--- src/rtl/mmio_arbiter_pkg.sv ---
// Shared types and constants for the two-master mmio arbiter.
// Holds the FSM encoding, the mmio base address and an address helper.
package mmio_arbiter_pkg;

    // Lowest real byte address decoded by the mmio block.
    localparam logic [15:0] MMIO_BASE = 16'hFF00;

    typedef enum logic [1:0] {
        ARB_IDLE    = 2'd0,
        ARB_ISSUE   = 2'd1,
        ARB_RD_WAIT = 2'd2
    } arb_state_e;

    // Real byte address seen by mmio: word address shifted, byte select in bit 0.
    function automatic logic [15:0] real_addr(
        input logic [15:0] addr,
        input logic        bsel
    );
        return {addr[14:0], bsel};
    endfunction

endpackage

--- src/rtl/mmio_rr_pick.sv ---
// Two-way round-robin picker for the mmio arbiter.
// Ports: elig[1:0] eligible masters, last_grant; gnt_valid, gnt_id out.
module mmio_rr_pick (
    input  logic [1:0] elig,
    input  logic       last_grant,
    output logic       gnt_valid,
    output logic       gnt_id
);

    // On a tie the master that did not win last time gets the grant.
    always_comb begin
        gnt_valid = |elig;
        gnt_id    = elig[1] & (~elig[0] | ~last_grant);
    end

endmodule

--- src/rtl/mmio_arbiter.sv ---
// Shares one mmio port between the CPU LSU (master 0) and the UART loader
// (master 1). Ports: req/we/addr/bsel/wdata in and ack/rdata/err out per
// master; m_en/m_we/m_bsel/m_addr/m_wdata out, m_rdata/m_serviced in.
module mmio_arbiter
    import mmio_arbiter_pkg::*;
#(
    parameter int TIMEOUT = 4,
    parameter int CNT_W   = 4
) (
    input  logic        clk,
    input  logic        rst,
    input  logic        req0,
    input  logic        req1,
    input  logic        we0,
    input  logic        we1,
    input  logic [15:0] addr0,
    input  logic [15:0] addr1,
    input  logic        bsel0,
    input  logic        bsel1,
    input  logic [15:0] wdata0,
    input  logic [15:0] wdata1,
    output logic        ack0,
    output logic        ack1,
    output logic [15:0] rdata0,
    output logic [15:0] rdata1,
    output logic        err0,
    output logic        err1,
    output logic        m_en,
    output logic        m_we,
    output logic        m_bsel,
    output logic [15:0] m_addr,
    output logic [15:0] m_wdata,
    input  logic [15:0] m_rdata,
    input  logic        m_serviced
);

    localparam logic [CNT_W-1:0] CNT_LAST = CNT_W'(TIMEOUT - 1);

    arb_state_e        state_q, state_d;
    logic              last_grant_q, last_grant_d;
    logic              id_q, id_d;
    logic              we_q, we_d;
    logic [CNT_W-1:0]  cnt_q, cnt_d;
    logic              ack0_q, ack0_d, ack1_q, ack1_d;
    logic              err0_q, err0_d, err1_q, err1_d;
    logic [15:0]       rdata0_q, rdata0_d, rdata1_q, rdata1_d;
    logic              m_en_q, m_en_d, m_we_q, m_we_d;
    logic              m_bsel_q, m_bsel_d;
    logic [15:0]       m_addr_q, m_addr_d, m_wdata_q, m_wdata_d;

    logic [1:0]        elig;
    logic              gnt_valid, gnt_id;
    logic              fin, fin_rd, fin_err;
    logic [15:0]       fin_data;

    // A master is masked during its own ack cycle so a still-held req
    // does not start a second transfer.
    assign elig = {req1 & ~ack1_q, req0 & ~ack0_q};

    mmio_rr_pick u_pick (
        .elig       (elig),
        .last_grant (last_grant_q),
        .gnt_valid  (gnt_valid),
        .gnt_id     (gnt_id)
    );

    always_ff @(posedge clk) begin
        if (rst) state_q <= ARB_IDLE;
        else     state_q <= state_d;
    end

    always_comb begin
        state_d = state_q;
        unique case (state_q)
            ARB_IDLE:    if (gnt_valid) state_d = ARB_ISSUE;
            ARB_ISSUE:   state_d = we_q ? ARB_IDLE : ARB_RD_WAIT;
            ARB_RD_WAIT: if (m_serviced || cnt_q == CNT_LAST) state_d = ARB_IDLE;
            default:     state_d = ARB_IDLE;
        endcase
    end

    // Output flops are loaded one cycle early so every port is registered:
    // the mmio strobe is set on the grant edge, acks on the completion edge.
    always_comb begin
        last_grant_d = last_grant_q;
        id_d         = id_q;
        we_d         = we_q;
        cnt_d        = cnt_q;
        ack0_d       = 1'b0;
        ack1_d       = 1'b0;
        err0_d       = err0_q;
        err1_d       = err1_q;
        rdata0_d     = rdata0_q;
        rdata1_d     = rdata1_q;
        m_en_d       = 1'b0;
        m_we_d       = 1'b0;
        m_bsel_d     = 1'b0;
        m_addr_d     = 16'h0;
        m_wdata_d    = 16'h0;
        fin          = 1'b0;
        fin_rd       = 1'b0;
        fin_err      = 1'b0;
        fin_data     = 16'h0;
        unique case (state_q)
            ARB_IDLE: begin
                if (gnt_valid) begin
                    id_d         = gnt_id;
                    we_d         = gnt_id ? we1 : we0;
                    last_grant_d = gnt_id;
                    m_en_d       = 1'b1;
                    m_we_d       = gnt_id ? we1 : we0;
                    m_bsel_d     = gnt_id ? bsel1 : bsel0;
                    m_addr_d     = gnt_id ? addr1 : addr0;
                    m_wdata_d    = gnt_id ? wdata1 : wdata0;
                end
            end
            ARB_ISSUE: begin
                cnt_d = '0;
                fin   = we_q;
            end
            ARB_RD_WAIT: begin
                if (m_serviced) begin
                    fin      = 1'b1;
                    fin_rd   = 1'b1;
                    fin_data = m_rdata;
                end else if (cnt_q == CNT_LAST) begin
                    fin     = 1'b1;
                    fin_rd  = 1'b1;
                    fin_err = 1'b1;
                end else begin
                    cnt_d = cnt_q + CNT_W'(1);
                end
            end
            default: ;
        endcase
        if (fin) begin
            if (id_q) begin
                ack1_d = 1'b1;
                err1_d = fin_err;
                if (fin_rd) rdata1_d = fin_data;
            end else begin
                ack0_d = 1'b1;
                err0_d = fin_err;
                if (fin_rd) rdata0_d = fin_data;
            end
        end
    end

    always_ff @(posedge clk) begin
        if (rst) begin
            last_grant_q <= 1'b1;
            id_q         <= 1'b0;
            we_q         <= 1'b0;
            cnt_q        <= '0;
            ack0_q       <= 1'b0;
            ack1_q       <= 1'b0;
            err0_q       <= 1'b0;
            err1_q       <= 1'b0;
            rdata0_q     <= 16'h0;
            rdata1_q     <= 16'h0;
            m_en_q       <= 1'b0;
            m_we_q       <= 1'b0;
            m_bsel_q     <= 1'b0;
            m_addr_q     <= 16'h0;
            m_wdata_q    <= 16'h0;
        end else begin
            last_grant_q <= last_grant_d;
            id_q         <= id_d;
            we_q         <= we_d;
            cnt_q        <= cnt_d;
            ack0_q       <= ack0_d;
            ack1_q       <= ack1_d;
            err0_q       <= err0_d;
            err1_q       <= err1_d;
            rdata0_q     <= rdata0_d;
            rdata1_q     <= rdata1_d;
            m_en_q       <= m_en_d;
            m_we_q       <= m_we_d;
            m_bsel_q     <= m_bsel_d;
            m_addr_q     <= m_addr_d;
            m_wdata_q    <= m_wdata_d;
        end
    end

    assign ack0    = ack0_q;
    assign ack1    = ack1_q;
    assign err0    = err0_q;
    assign err1    = err1_q;
    assign rdata0  = rdata0_q;
    assign rdata1  = rdata1_q;
    assign m_en    = m_en_q;
    assign m_we    = m_we_q;
    assign m_bsel  = m_bsel_q;
    assign m_addr  = m_addr_q;
    assign m_wdata = m_wdata_q;

    // mmio decodes writes from write_enable alone, so m_we needs m_en.
    a_we_en:    assert property (@(posedge clk) m_we_q |-> m_en_q);
    a_ack_excl: assert property (@(posedge clk) !(ack0_q && ack1_q));
    a_rst_ack:  assert property (@(posedge clk) rst |=> !(ack0_q || ack1_q));

endmodule

--- config.mk ---
export PLATFORM = sky130hd
export DESIGN_NAME = mmio_arbiter
export DESIGN_NICKNAME = d
export VERILOG_FILES = /design/src/rtl/mmio_arbiter_pkg.sv /design/src/rtl/mmio_rr_pick.sv /design/src/rtl/mmio_arbiter.sv
export SDC_FILE = /design/constraint.sdc
export NUM_CORES = 1
export LEC_CHECK = 0
export BUFFER_PORTS_ARGS = -buffer_cell sky130_fd_sc_hd__buf_2
export CORE_MARGIN = 5
export CORE_UTILIZATION = 46
export CTS_BUF_LIST = sky130_fd_sc_hd__clkbuf_4
export CTS_CLUSTER_SIZE = 10
export DETAILED_ROUTE_END_ITERATION = 16
export MAX_ROUTING_LAYER = met4
export PLACE_DENSITY = 0.92
export SLEW_MARGIN = 20
export SYNTH_ARGS = -nofsm -noshare
export SYNTH_HDL_FRONTEND = slang
export SYNTH_SLANG_ARGS = --single-unit
--- constraint.sdc ---
create_clock -name clk -period 2.1 [get_ports clk]
set_input_delay 0.21 -clock clk [delete_from_list [all_inputs] [get_ports clk]]
set_output_delay 0.21 -clock clk [all_outputs]
set_load 0.005 [all_outputs]
After elaboration in Yosys (flattened, before gate mapping)
Cells that the tools add are included.
Word-level totals
  memory bits (read-only): 0
  logic and storage cells: 72
  memories: 0
  register bits: 80
  latch bits: 0
  output and inout port bits: 71
  bits of input ports: 89
  memory bits (writable): 0
Cells by class
  $lt $le $gt $ge: 0
  bitwise logic cells: 12
  shift operators: 0
  $mul: 0
  divide/modulo/power cells: 0
  reductions and logical operators: 14
  add/subtract/negate cells: 1
  equality and inequality tests: 7
  multiplexer cells: 22
Operators with widths (count)
  two-way mux 16 bit: 4
  two-way mux 1 bit: 10
  AND reduction 3 bit: 3
  two-way mux 4 bit: 2
  != test 2 bit (second input constant): 4
  inverter 1 bit: 8
  case mux 4 bit (2 select lines): 1
  AND reduction 2 bit: 4
  two-way mux 2 bit: 3
  case mux 2 bit (3 select lines): 1
  OR reduction 2 bit: 3
  adder 4 x 1 -> 4 bit (second input constant): 1
  equality test 4 x 2 -> 1 bit (second input constant): 1
  AND 1 bit: 3
  OR reduction 3 bit: 1
  equality test 2 x 1 -> 1 bit (second input constant): 1
  equality test 2 bit (second input constant): 1
  logical NOT 2 bit: 1
  case mux 1 bit (2 select lines): 1
  nonzero test 2 bit: 1
  logical OR 1 bit: 1
  bitwise OR 1 bit: 1

Depth between registers and ports, before layout
Gate-level depths: netlist (run 1).
  depth after elaboration: 6
  gate-level depth with buffers: 7
  mapped depth without buffers: 6

Modules after synthesis
A second synthesis (run 1) with hierarchy kept.
Second synthesis, totals
  cell total of the unflattened synthesis: 359
  area, all modules: 3388.2 sq um
By module, submodules not included
  mmio_arbiter: area each 3374.5 sq um, seq. area each 1601.5 sq um, cells an instance 357, instances 1
  mmio_rr_pick: area each 13.8 sq um, seq. area each 0.0 sq um, cells an instance 2, instances 1

Worst setup path before layout (run 1)
Ideal clock, no wire load.
  path type: register to register
  start point: reg cnt_q[0]
  end point: reg rdata0_q[10] (netlist: rdata0[10])
  arrival: 1.373 ns
  path slack: 0.599 ns
  data required time: 1.972 ns
  library setup time: 0.128 ns
  clock period less this slack: 1.501 ns
  cell stages (with the launch flop): 7
  path buffers: 1
  cells stage by stage: dfxtp_1 > ha_1 > nor3b_4 > o2111ai_2 > buf_6 > a22oi_1 > nor2_1
On the way
  cells in the longest elaborated chain, start to end: 5
  elaborated cells between the ends (all ways): 6
  classes of those cells: eq/ne (1); mux (4); reduce/logical (1)
RTL lines
  start, declared: line mmio_arbiter.sv:43  | logic [CNT_W-1:0] cnt_q, cnt_d;
  start signal, assigned: line mmio_arbiter.sv:170  | cnt_q <= cnt_d;
  equality test 4 x 2 -> 1 bit (*): line mmio_arbiter.sv:126  | end else if (cnt_q == CNT_LAST) begin
  two-way mux 1 bit (*): line mmio_arbiter.sv:126
  two-way mux 1 bit (*): line mmio_arbiter.sv:122  | if (m_serviced) begin
  case mux 1 bit (2 select lines) or two-way mux 1 bit (tied branches): line mmio_arbiter.sv:104  | unique case (state_q)
  AND reduction 3 bit (no source line) (*)
  end signal, assigned: line mmio_arbiter.sv:175  | rdata0_q <= rdata0_d;
  end, declared: line mmio_arbiter.sv:46  | logic [15:0] rdata0_q, rdata0_d, rdata1_q, rdata1_d;
Mark *: on every way between the ends. The rest lies on a longest branch, timed or not.
A chain may end at the register's enable or synchronous reset.

Worst setup path after layout (run 1)
  start point: reg state_q[0]
  end point: reg m_wdata_q[1] (netlist: m_wdata[1])
On the way
  cells in the longest elaborated chain, start to end: 3
RTL lines
  start, declared: line mmio_arbiter.sv:39  | arb_state_e state_q, state_d;
  start signal, assigned: line mmio_arbiter.sv:69  | else state_q <= state_d;
  logical NOT 2 bit: line mmio_arbiter.sv:104
  inverter 1 bit (no source line)
  OR reduction 3 bit (no source line)
  end signal, assigned: line mmio_arbiter.sv:181  | m_wdata_q <= m_wdata_d;
  end, declared: line mmio_arbiter.sv:49  | logic [15:0] m_addr_q, m_addr_d, m_wdata_q, m_wdata_d;
No other way between the ends.

==> results of run 1 <==
==> sequential cells by signal, summed over array words and instances, names as in the netlist <==
| name | flops |
|---|---|
| ack1 | 1 |
| ack0 | 1 |
| we_q | 1 |
| m_we | 1 |
| rdata1 | 16 |
| err0 | 1 |
| err1 | 1 |
| rdata0 | 16 |
| last_grant_q | 1 |
| id_q | 1 |
| m_bsel | 1 |
| m_wdata | 16 |
| state_q | 2 |
| m_addr | 16 |
| m_en | 1 |
| cnt_q | 4 |
==> cells in the mapped netlist <==
library cell / instances / area (sq um)
and3_1: 2 / 12.5
nor2b_1: 2 / 12.5
nand3_1: 3 / 15.0
a22oi_1: 31 / 233
a22oi_2: 2 / 25.0
nand4b_1: 1 / 8.76
a21o_1: 1 / 7.51
and2_1: 1 / 6.26
clkbuf_2: 2 / 10.0
a221oi_1: 1 / 8.76
nor3b_4: 1 / 18.8
nor2_2: 2 / 12.5
inv_1: 6 / 22.5
ha_1: 4 / 50.1
a21oi_1: 41 / 205
a221o_1: 1 / 10.0
a32oi_1: 1 / 8.76
clkbuf_1: 7 / 26.3
o21a_1: 1 / 7.51
nor3_1: 3 / 15.0
o31ai_1: 1 / 7.51
buf_6: 2 / 22.5
nand4_1: 4 / 25.0
or3b_2: 1 / 8.76
buf_4: 2 / 15.0
o21ai_0: 2 / 10.0
a21oi_2: 1 / 8.76
a22o_1: 1 / 8.76
buf_2: 7 / 35.0
o2111ai_2: 2 / 30.0
dfxtp_1: 80 / 1600
nand2_1: 74 / 278
nor2_1: 35 / 131
a21bo_2: 1 / 10.0
nand2b_1: 4 / 25.0
xnor2_1: 1 / 8.76
==> what timing repair did <==
| item | in CTS | in global routing |
|---|---|---|
| endpoints found under the hold margin | 16 | 0 |
| gates resized for setup | 0 | 4 |
| hold buffers | 28 | 0 |
| setup endpoints to repair | 0 | 19 |
==> power breakdown <==
part,switching (mW),internal [mW],total [mW]
sequential,0.0286,1.59,1.62
combinational,0.256,0.236,0.492
clock,0.547,0.253,0.800
==> per-stage QoR <==
step	total power [mW]	cell area, sq um	util [%]
6_report	2.91	4200	66.9
5_1_grt	3.07	4200	66.9
4_1_cts	2.94	4190	66.7
3_5_place_dp	2.09	3780	60.3
3_3_place_gp	2.07	3780	60.3
2_1_floorplan	1.88	2940	-
==> area by class of cell <==
class,count,share of cell area [%]
flip-flops and latches,80,38.1
multi-input cells,225,29.0
repair buffers,193,27.1
well taps,77,2.29
clock buffers,9,1.61
clock inverters,7,1.31
inverters,6,0.536
==> path summary, 6_finish.rpt <==
| check | from | end | slack, ps | cells after the start |
|---|---|---|---|---|
| max reg2reg | state_q[0] | m_wdata[1] | 190 | 6 |
| min reg2reg | err0 | err0 | 490 | 2 |
| min | addr1[5] | m_addr[5] | 30 | 3 |
| max | state_q[0] | m_wdata[1] | 190 | 6 |
==> layer usage <==
metal | part of all wire (%) | vias to the layer above | global-route usage, %
met5 | 0 | - | -
met4 | 2.3 | 0 | 8.56
met3 | 8.9 | 18 | 6.51
met2 | 49 | 137 | 35.3
met1 | 40 | 1358 | 24.2
li1 | - | 1501 | -
==> kinds of logic (layout without fill, tap and decap cells) <==
kind of cell,after synthesis,in the layout,share of synthesized area (%)
buf+inv,26,215,4.47
fa+ha+maj,4,4,1.70
compound gates,87,87,19.7
flops,80,80,54.4
xor+xnor,1,1,0.298
simple gates,133,133,19.4
==> worst reg2reg max path: cells and delay by family (launching register included) <==
| family | cells | cell delay [ps] |
|---|---|---|
| AO/OA/AOI/OAI | 1 | 90 |
| adder cells (fa/ha/maj) | 1 | 270 |
| buffers and inverters | 3 | 910 |
| flip-flops | 1 | 390 |
| AND/OR/NAND/NOR | 1 | 170 |
==> summary.md, run 1 <==
| Metric | Value |
|---|---|
| Status | completed |
| Dpl hpwl | 6100 microns |
| 1st-iter DRT viols | 126 |
| Final min period | about 1900 ps |
| CP peak stage delay | 570 ps |
| Post-synthesis net count | around 420 |
| Max-Cap Viols | 0 |
| Seq cells post-synth | 80 |
| Leak | between 2 and 2.5 nW |
| Setup_tns | 0 ps |
| Slew @ Worst Pin | 786 ps |
| Total gr overflow | 0 |
| Final hold slack | 31.7 ps |
| Non-Filler Instances | 597 |
| Gr usage total | 21.4% |
| Die ar. | between 8000 and 9000 sq um |
| Num CTS Buffers | 9 |
| Fmax | 522 MHz |
| Mapped cell area | 2940 sq um |
| CP max FO | 33 |
| Fin crit share | 91.2% |
| CP cell instances | inv_1 > ha_1 > nand3_1 > buf_6 > a21oi_1 > dlygate4sd3_1 |
| Clk buf depth | 2 |
| Reg area | 1600 sq um |
| Largest net degree at the start of global routing | 44 |
| Avg Inst Size Synth | 8.89 sq um |
| CP arrival | 2230 ps |
| Setup Fix Bufs, Post-CTS | 0 |
| Most frequent cells in the layout | buf_2 (159), dfxtp_1 (80), nand2_1 (74) |
| # rows | 29 |
| Final Slew Violations | 0 |
| Die Y | 90.0 microns |
| Post-DR wirelength/cell | ~14 microns |
| Startpoint Class | flop |
| I/O Pins | 160 |
| DP Cell Count | about 550 |
| Global-route wire length before repair | 14,000 microns |
| Crit Path Class | flop to flop |
| PwrDens | 694 nW/um^2 |
| Nets | 608 |
| CTS tree | built |
| Top delay family on crit path | buffers and inverters |
| Yosys warns | 0 |
| Most common cell after layout, fill and taps aside | buf_2 |
| Hold WC Path Type | input port to flop |
| Final hold viol count | 0 |
| Relative slew slack | 47.6% |
| Chip width | 90.0 microns |
| Critical path capture point type | flop |
| Synth unique cells | 36 |
| CP bufs+invs | 3 |
| Root Driver | clkbuf_4 |
| Setup violators final | 0 |
| Initial core utilization | 46.9% |
| Drt via density | 5.05 |
| Drt total wl | 8600 microns |
| Worst setup margin | 185 ps |
| Area growth, synth to finish | 42.8% |
| Antenna Nets Post-Route | 0 |
| Ant diodes | 0 |
| RD Place Congestion | between 0.7 and 0.8 |
| Via count | 3,014 |
| Worst-path clk slew | ~140 ps |
| Router iterations before antenna repair | 4 |
| Port Buffer Count | 159 |
| Cells after Synth | around 330 |
| Final Skew | around 21 ps |
| VDD IR max | between 0.5 and 0.6 mV |
| Core Box Area | 6280 sq um |
| RSZ-0062 raised after global routing | false |
| H-Tree Depth | 3 |
| Fillcell total | about 500 |
| Post-Place Worst Slack | 176 ps |
| CP Data Required Time | 2410 ps |
| Remaining DRCs | 0 |
| Multi-input gate area | 1220 sq um |
| Initial antenna violation count | 0 |
| CTS sink count | 80 |
| Post-synthesis sequential area ratio | 54.4% |
| Clock insertion delay at the later pin of the skew report | 410 ps |
| CP max stage cell | dlygate4sd3_1 |
| Share of layout cells above drive strength 1 | 36.9% |
| Number of global-route vias before repair | just over 3,000 |
Note: power is estimated with default switching activity, not from simulation.
==> run 2, diff against run 1 <==
ABC_AREA = 1   (was default)
CORE_UTILIZATION = 47   (was 46)
==> summary.md, run 2 <==
| Metric | Value |
|---|---|
| Met2 Use GR | approximately 36% |
| CP max FO | 16 |
| Initial core utilization | 47.6% |
| Setup violators final | 0 |
| GR Util met1 | 25.1% |
| Final instance area | 4160 sq um |
| Crit Path Class | flop to flop |
| Ys async rst share | 0% |
| RD Place Congestion | 0.895 |
| Leak | 2.12 nW |
| Critical path capture point type | flop |
| Largest family of logic cells by synthesized area | simple AND/OR/NAND/NOR gates |
| CTS sink count | 80 |
| Post-synthesis net count | roughly 500 |
| Number of global-route vias before repair | 3,148 |
| Initial antenna violation count | 1 |
| Total gr overflow | 0 |
| H-Tree Depth | 3 |
| Chip width | around 92 microns |
| Top FF cell, synth | dfxtp_1 |
| Final min period | 1610 ps |
| Status | completed |
| Max-Cap Viols | 0 |
| Reg2Reg Setup Slack | between 400 and 500 ps |
| Area share of the leading cell type in the synthesized netlist | between 50% and 60% |
| Largest cells by area after synthesis | dfxtp_1 (50%), nand2_1 (13%), a21oi_1 (8.2%) |
| Drt total wl | slightly below 9000 microns |
| Finished Core Util | 62.3% |
| Area growth, synth to finish | 30.8% |
| Final hold viol count | 0 |
| R2R depth | 8 |
| Nets | 647 |
| Clk buf depth | 2 |
| CP cell instances | inv_1 > ha_1 > nand2_1 > buf_4 > nand2_2 > nand3_4 > nand2_1 > a21oi_1 |
| RR Endpoint | rdata1[2] |
| Post-DR wirelength/cell | 13.7 microns |
| Setup_tns | 0 ps |
| Seq cells post-synth | 80 |
| Most common cell on crit path | nand2_1 |
| Root Driver | clkbuf_4 |
| Via count | 3,195 |
| Core Box Area | 6680 sq um |
| RSZ-0062 raised after global routing | false |
| Router iterations before antenna repair | 4 |
| Drt via density | 4.99 |
| CP max stage cell | dfxtp_1 |
| Final Slew Violations | 0 |
| Top post-synthesis cells by count | nand2_1 (107), dfxtp_1 (80), a21oi_1 (52) |
| CP arrival | 1940 ps |
| Yosys warns | 0 |
| Startpoint Class | flop |
| Fmax | approximately 620 MHz |
| # rows | 30 |
| Die ar. | 8510 sq um |
| Global route hottest layer | met2 |
| Compound-gate portion of the synthesized area | about an eighth |
| Most common cell after layout, fill and taps aside | buf_2 |
| CTS tree | built |
| Remaining DRCs | 0 |
| Hold WC Path Type | input port to flop |
| Dpl cell area | 3990 sq um |
| Die Y | 92.3 microns |
| Cells after Synth | 395 |
| Dpl hpwl | slightly below 7000 microns |
| Most frequent cells in the layout | buf_2 (159), nand2_1 (107), dfxtp_1 (80) |
| Mapped cell area | 3180 sq um |
| Synth Area in Adders | 1.57% |
| Gr usage total | between 20% and 30% |
| Fillcell total | 576 |
| Avg Inst Size Synth | 8.05 sq um |
| Hold path startpoint | addr1[12] |
| Global-route wire length before repair | ~14,000 microns |
| Post-synthesis mux area share | 0% |
| CP Data Required Time | 2420 ps |
| FF-to-FF Start | state_q[0] |
| Synth Area in Simple Gates | 26.5% |
| PwrDens | 759 nW/um^2 |
| VDD IR max | 0.477 mV |
| Setup Fix Bufs, Post-CTS | 0 |
| Relative slew slack | 72.1% |
| Number of flops mapped to enable cells by yosys | 0 |
| Met3 Use GR | 3.69% |
| Antenna Nets Post-Route | 0 |
| Clock insertion delay at the later pin of the skew report | 400 ps |
| Count leader, synth | nand2_1 |
| Yosys top cell by area | dfxtp_1 |
| Post-synthesis sequential area ratio | 50.4% |
| Fin crit share | 76.9% |
| Share of layout cells above drive strength 1 | 36.3% |
| Port Buffer Count | about 160 |
| 1st-iter DRT viols | 269 |
| Slew @ Worst Pin | between 400 and 500 ps |
| Num CTS Buffers | 9 |
| Final Skew | 17.8 ps |
| Post-Synth XOR/XNOR Area | 0% |
| Largest net degree at the start of global routing | 35 |
| I/O Pins | 160 |
| Worst-path clk slew | 130 ps |
| CP peak stage delay | 380 ps |
| Hold EP | m_addr[12] |
| Synth unique cells | 22 |
| WHS Path Cells | 3 |
-- run 2: cell count changes after synthesis, sizes merged, moves of 3 or more --
cell and delta:
a21oi +10, inv +27, nor3 -3, a22oi -33
buf +10, clkbuf -8, o21ai +22, nor2 -15
nand3 +32, nand2 +34, nand2b -4, nand4 +10
-- run 2: metal layers --
| metal | wire length, microns | part of all wire [%] |
|---|---|---|
| met1 | 3550 | 41 |
| met2 | 4630 | 53 |
| met3 | 403 | 4.6 |
| met4 | 180 | 2.1 |
| met5 | 0 | 0 |
-- run 2: through the flow --
stage	hold WS (ps)	cells	worst slack (ps)	power, mW
after floorplan	353	395	707	2.05
after global placement	443	620	592	2.25
after detailed placement	454	620	512	2.28
after CTS	12.3	636	480	3.18
after global routing	4.90	640	339	3.35
final	42.0	640	485	3.16
-- run 2: final cells by class --
type / count / area (sq um) / share of cell area [%]
clock inverter: 5 / 57.6 / 1.38
timing repair buffer: 170 / 886 / 21.3
tap: 80 / 100 / 2.41
inverter: 33 / 124 / 2.98
antenna: 1 / 2.50 / 0.0602
sequential: 80 / 1600 / 38.5
clock buffer: 11 / 82.6 / 1.98
multi-input combinational: 260 / 1310 / 31.4
-- run 2: repair_timing --
item,CTS,global route
endpoints found under the hold margin,0,3
hold buffers,0,3
resized for setup,0,0
-- run 2: worst max path at each step --
stage               startpoint         end  slack [ps]  cells after the start
floorplan           state_q[0]  rdata0[11]         710                      7
finish              state_q[0]   rdata1[2]         490                      8
global route        state_q[0]   rdata1[2]         340                      8
detailed placement  state_q[0]  rdata0[12]         510                      8
CTS                 state_q[0]   rdata1[2]         480                      8
global placement    state_q[0]   rdata0[0]         590                      4
-- run 2: kinds of logic (layout without fill, tap and decap cells) --
| logic type | after synthesis | in the layout |
|---|---|---|
| AOI/OAI and AO/OA | 76 | 76 |
| and+or+nand+nor | 180 | 180 |
| DFF | 80 | 80 |
| adders and majority gates | 4 | 4 |
| other | 0 | 1 |
| buffers and inverters | 55 | 219 |
-- run 2: report_power, final --
group	total [mW]	internal, mW	switching [mW]
registers	1.64	1.61	0.0308
clock network	0.900	0.389	0.512
logic	0.615	0.229	0.386
total	3.16	2.23	0.929
-- run 2: critical path: cells and delay by family, from the launching register on --
family,cells,cell delay [ps]
and+or+nand+nor,4,510
buffers and inverters,2,280
AOI/OAI and AO/OA,1,150
DFF,1,380
adders and majority gates,1,230
==> run 3, diff against run 2 <==
CORE_UTILIZATION = 42   (was 47)
PLACE_DENSITY = 0.87   (was 0.92)
clock period = 1.35 ns   (was 2.1 ns; I/O delays follow)
==> summary.md, run 3 (synthesis results as in run 2) <==
| Metric | Value |
|---|---|
| Status | finished with violations |
| Failing checks | negative setup slack |
| Initial antenna violation count | 3 |
| Fin crit share | 110% |
| CP arrival | 1820 ps |
| Global-route wire length before repair | ~20,000 microns |
| Max-Cap Viols | 0 |
| Num CTS Buffers | 9 |
| Most frequent cells in the layout | buf_2 (159), nand2_1 (101), dfxtp_1 (77) |
| Final hold viol count | 0 |
| Relative slew slack | 62.0% |
| Chip width | 97.0 microns |
| Startpoint Class | flop |
| Via count | 4,148 |
| Net Sw Frac | 31.0% |
| Core Box Area | 7330 sq um |
| Drt total wl | 14,200 microns |
| Share of layout cells above drive strength 1 | between 30% and 40% |
| PwrDens | 1110 nW/um^2 |
| Post-DR wirelength/cell | about 19 microns |
| Comb pwr share | 28.9% |
| I/O Pins | 160 |
| Final Slew Violations | 0 |
| CTS sink count | 80 |
| Final Skew | between 15 and 20 ps |
| CP max FO | 7 |
| Critical path capture point type | flop |
| # rows | 31 |
| Port Buffer Count | around 160 |
| Drt via density | 5.52 |
| CTS tree | built |
| Setup_tns | -1240 ps |
| Switching power | 1.85 mW |
| Multi-input gate area | roughly 1500 sq um |
| Clk buf depth | 2 |
| Worst setup margin | -132 ps |
| RSZ-0062 raised after global routing | true |
| H-Tree Depth | 3 |
| VDD IR max | 0.868 mV |
| Die Y | 97.0 microns |
| Worst-path clk slew | roughly 130 ps |
| Hold WC Path Type | input port to flop |
| Root Driver | clkbuf_4 |
| CP Data Required Time | 1690 ps |
| Number of global-route vias before repair | 4,093 |
| 1st-iter DRT viols | between 300 and 400 |
| Nets | between 700 and 800 |
| Clock network power share | 27.8% |
| Post-Place Worst Slack | -131 ps |
| Dpl hpwl | 7260 microns |
| Remaining DRCs | 0 |
| Fillcell total | 449 |
| Router iterations before antenna repair | 6 |
| Most common cell after layout, fill and taps aside | buf_2 |
| Reg area | approximately 1600 sq um |
| Sequential share of power | 43.3% |
| Area growth, synth to finish | 68.4% |
| Final hold slack | 41.2 ps |
| Leak | 2.57 nW |
| Setup violators final | 32 |
| Crit Path Class | flop to flop |
| Total gr overflow | 0 |
| Overall power | 5.95 mW |
| RD Place Congestion | 0.850 |
| Slew @ Worst Pin | between 500 and 600 ps |
| Fmax | 675 MHz |
| Initial core utilization | 43.4% |
| Clock insertion delay at the later pin of the skew report | roughly 430 ps |
| Pint | 4.10 mW |
| Gr usage total | 27.8% |
| Final min period | 1480 ps |
| Antenna Nets Post-Route | 0 |
| Largest net degree at the start of global routing | 35 |
| Die ar. | 9410 sq um |
run 3: cell count changes in the layout (fill, tap and decap cells not counted), moves of 6 or more:
cell           previous run  this run
nand2_1                 107       101
nor2_2                    2        10
dlygate4sd3_1             3        74
a21oi_2                   0         6
a21oi_1                  52        46
nor2_1                   20        12
run 3: path summary, 6_finish.rpt:
| kind | endpoint | cells after the start | slack (ps) | from |
|---|---|---|---|---|
| worst min-delay path | rdata0[5] | 5 | 40 | m_rdata[5] |
| worst min register to register | rdata1[11] | 2 | 490 | rdata1[11] |
| worst max register to register | rdata1[5] | 6 | -130 | state_q[1] |
| worst max-delay path | rdata1[5] | 6 | -130 | state_q[1] |
run 3: layout make-up:
class / instances / area share (%)
Inverter: 33 / 2.41
Clock inverter: 5 / 1.52
Timing Repair Buffer: 257 / 33.9
Antenna cell: 3 / 0.140
Sequential cell: 80 / 30.0
Tap cell: 99 / 2.31
Clock buffer: 11 / 1.54
Multi-Input combinational cell: 263 / 28.1
run 3: repair_timing:
action | 4_1_cts | 5_1_grt
resized for setup | 28 | 27
pin swaps | 8 | 6
gates cloned | 4 | 1
endpoints found under the setup margin | 37 | 44
buffers inserted | 2 | 1
hold buffers | 74 | 0
endpoints found under the hold margin | 48 | 0
run 3: power groups by stage:
stage          Clock, mW  Sequential (mW)  Combinational (mW)
2_1_floorplan          0             2.62               0.577
3_3_place_gp           0             2.60                1.04
3_5_place_dp           0             2.60                1.08
4_1_cts             1.64             2.56                1.48
5_1_grt             1.74             2.59                1.80
6_report            1.66             2.58                1.72
run 3: critical path, stage by stage (launching register included):
cell       delay (ps)
dfxtp_4           410
inv_4              60
ha_4              300
buf_12            160
clkbuf_16         150
nand4_1           120
a21oi_1           200
run 3: per-layer routing:
| layer | vias to the layer above | wire length, microns | track usage [%] |
|---|---|---|---|
| met2 | 348 | 7200 | 49.3 |
| li1 | 1804 | - | - |
| met4 | 0 | 976 | 17.9 |
| met5 | - | 0 | - |
| met1 | 1888 | 4810 | 28.0 |
| met3 | 108 | 1160 | 4.96 |
run 3: stage by stage:
stage	cells	utilization [%]	area, sq um
finish	751	73.1	5360
global route	751	73.1	5360
floorplan	395	-	3180
detailed placement	650	56.4	4130
CTS	746	71.3	5220
global placement	650	56.4	4130
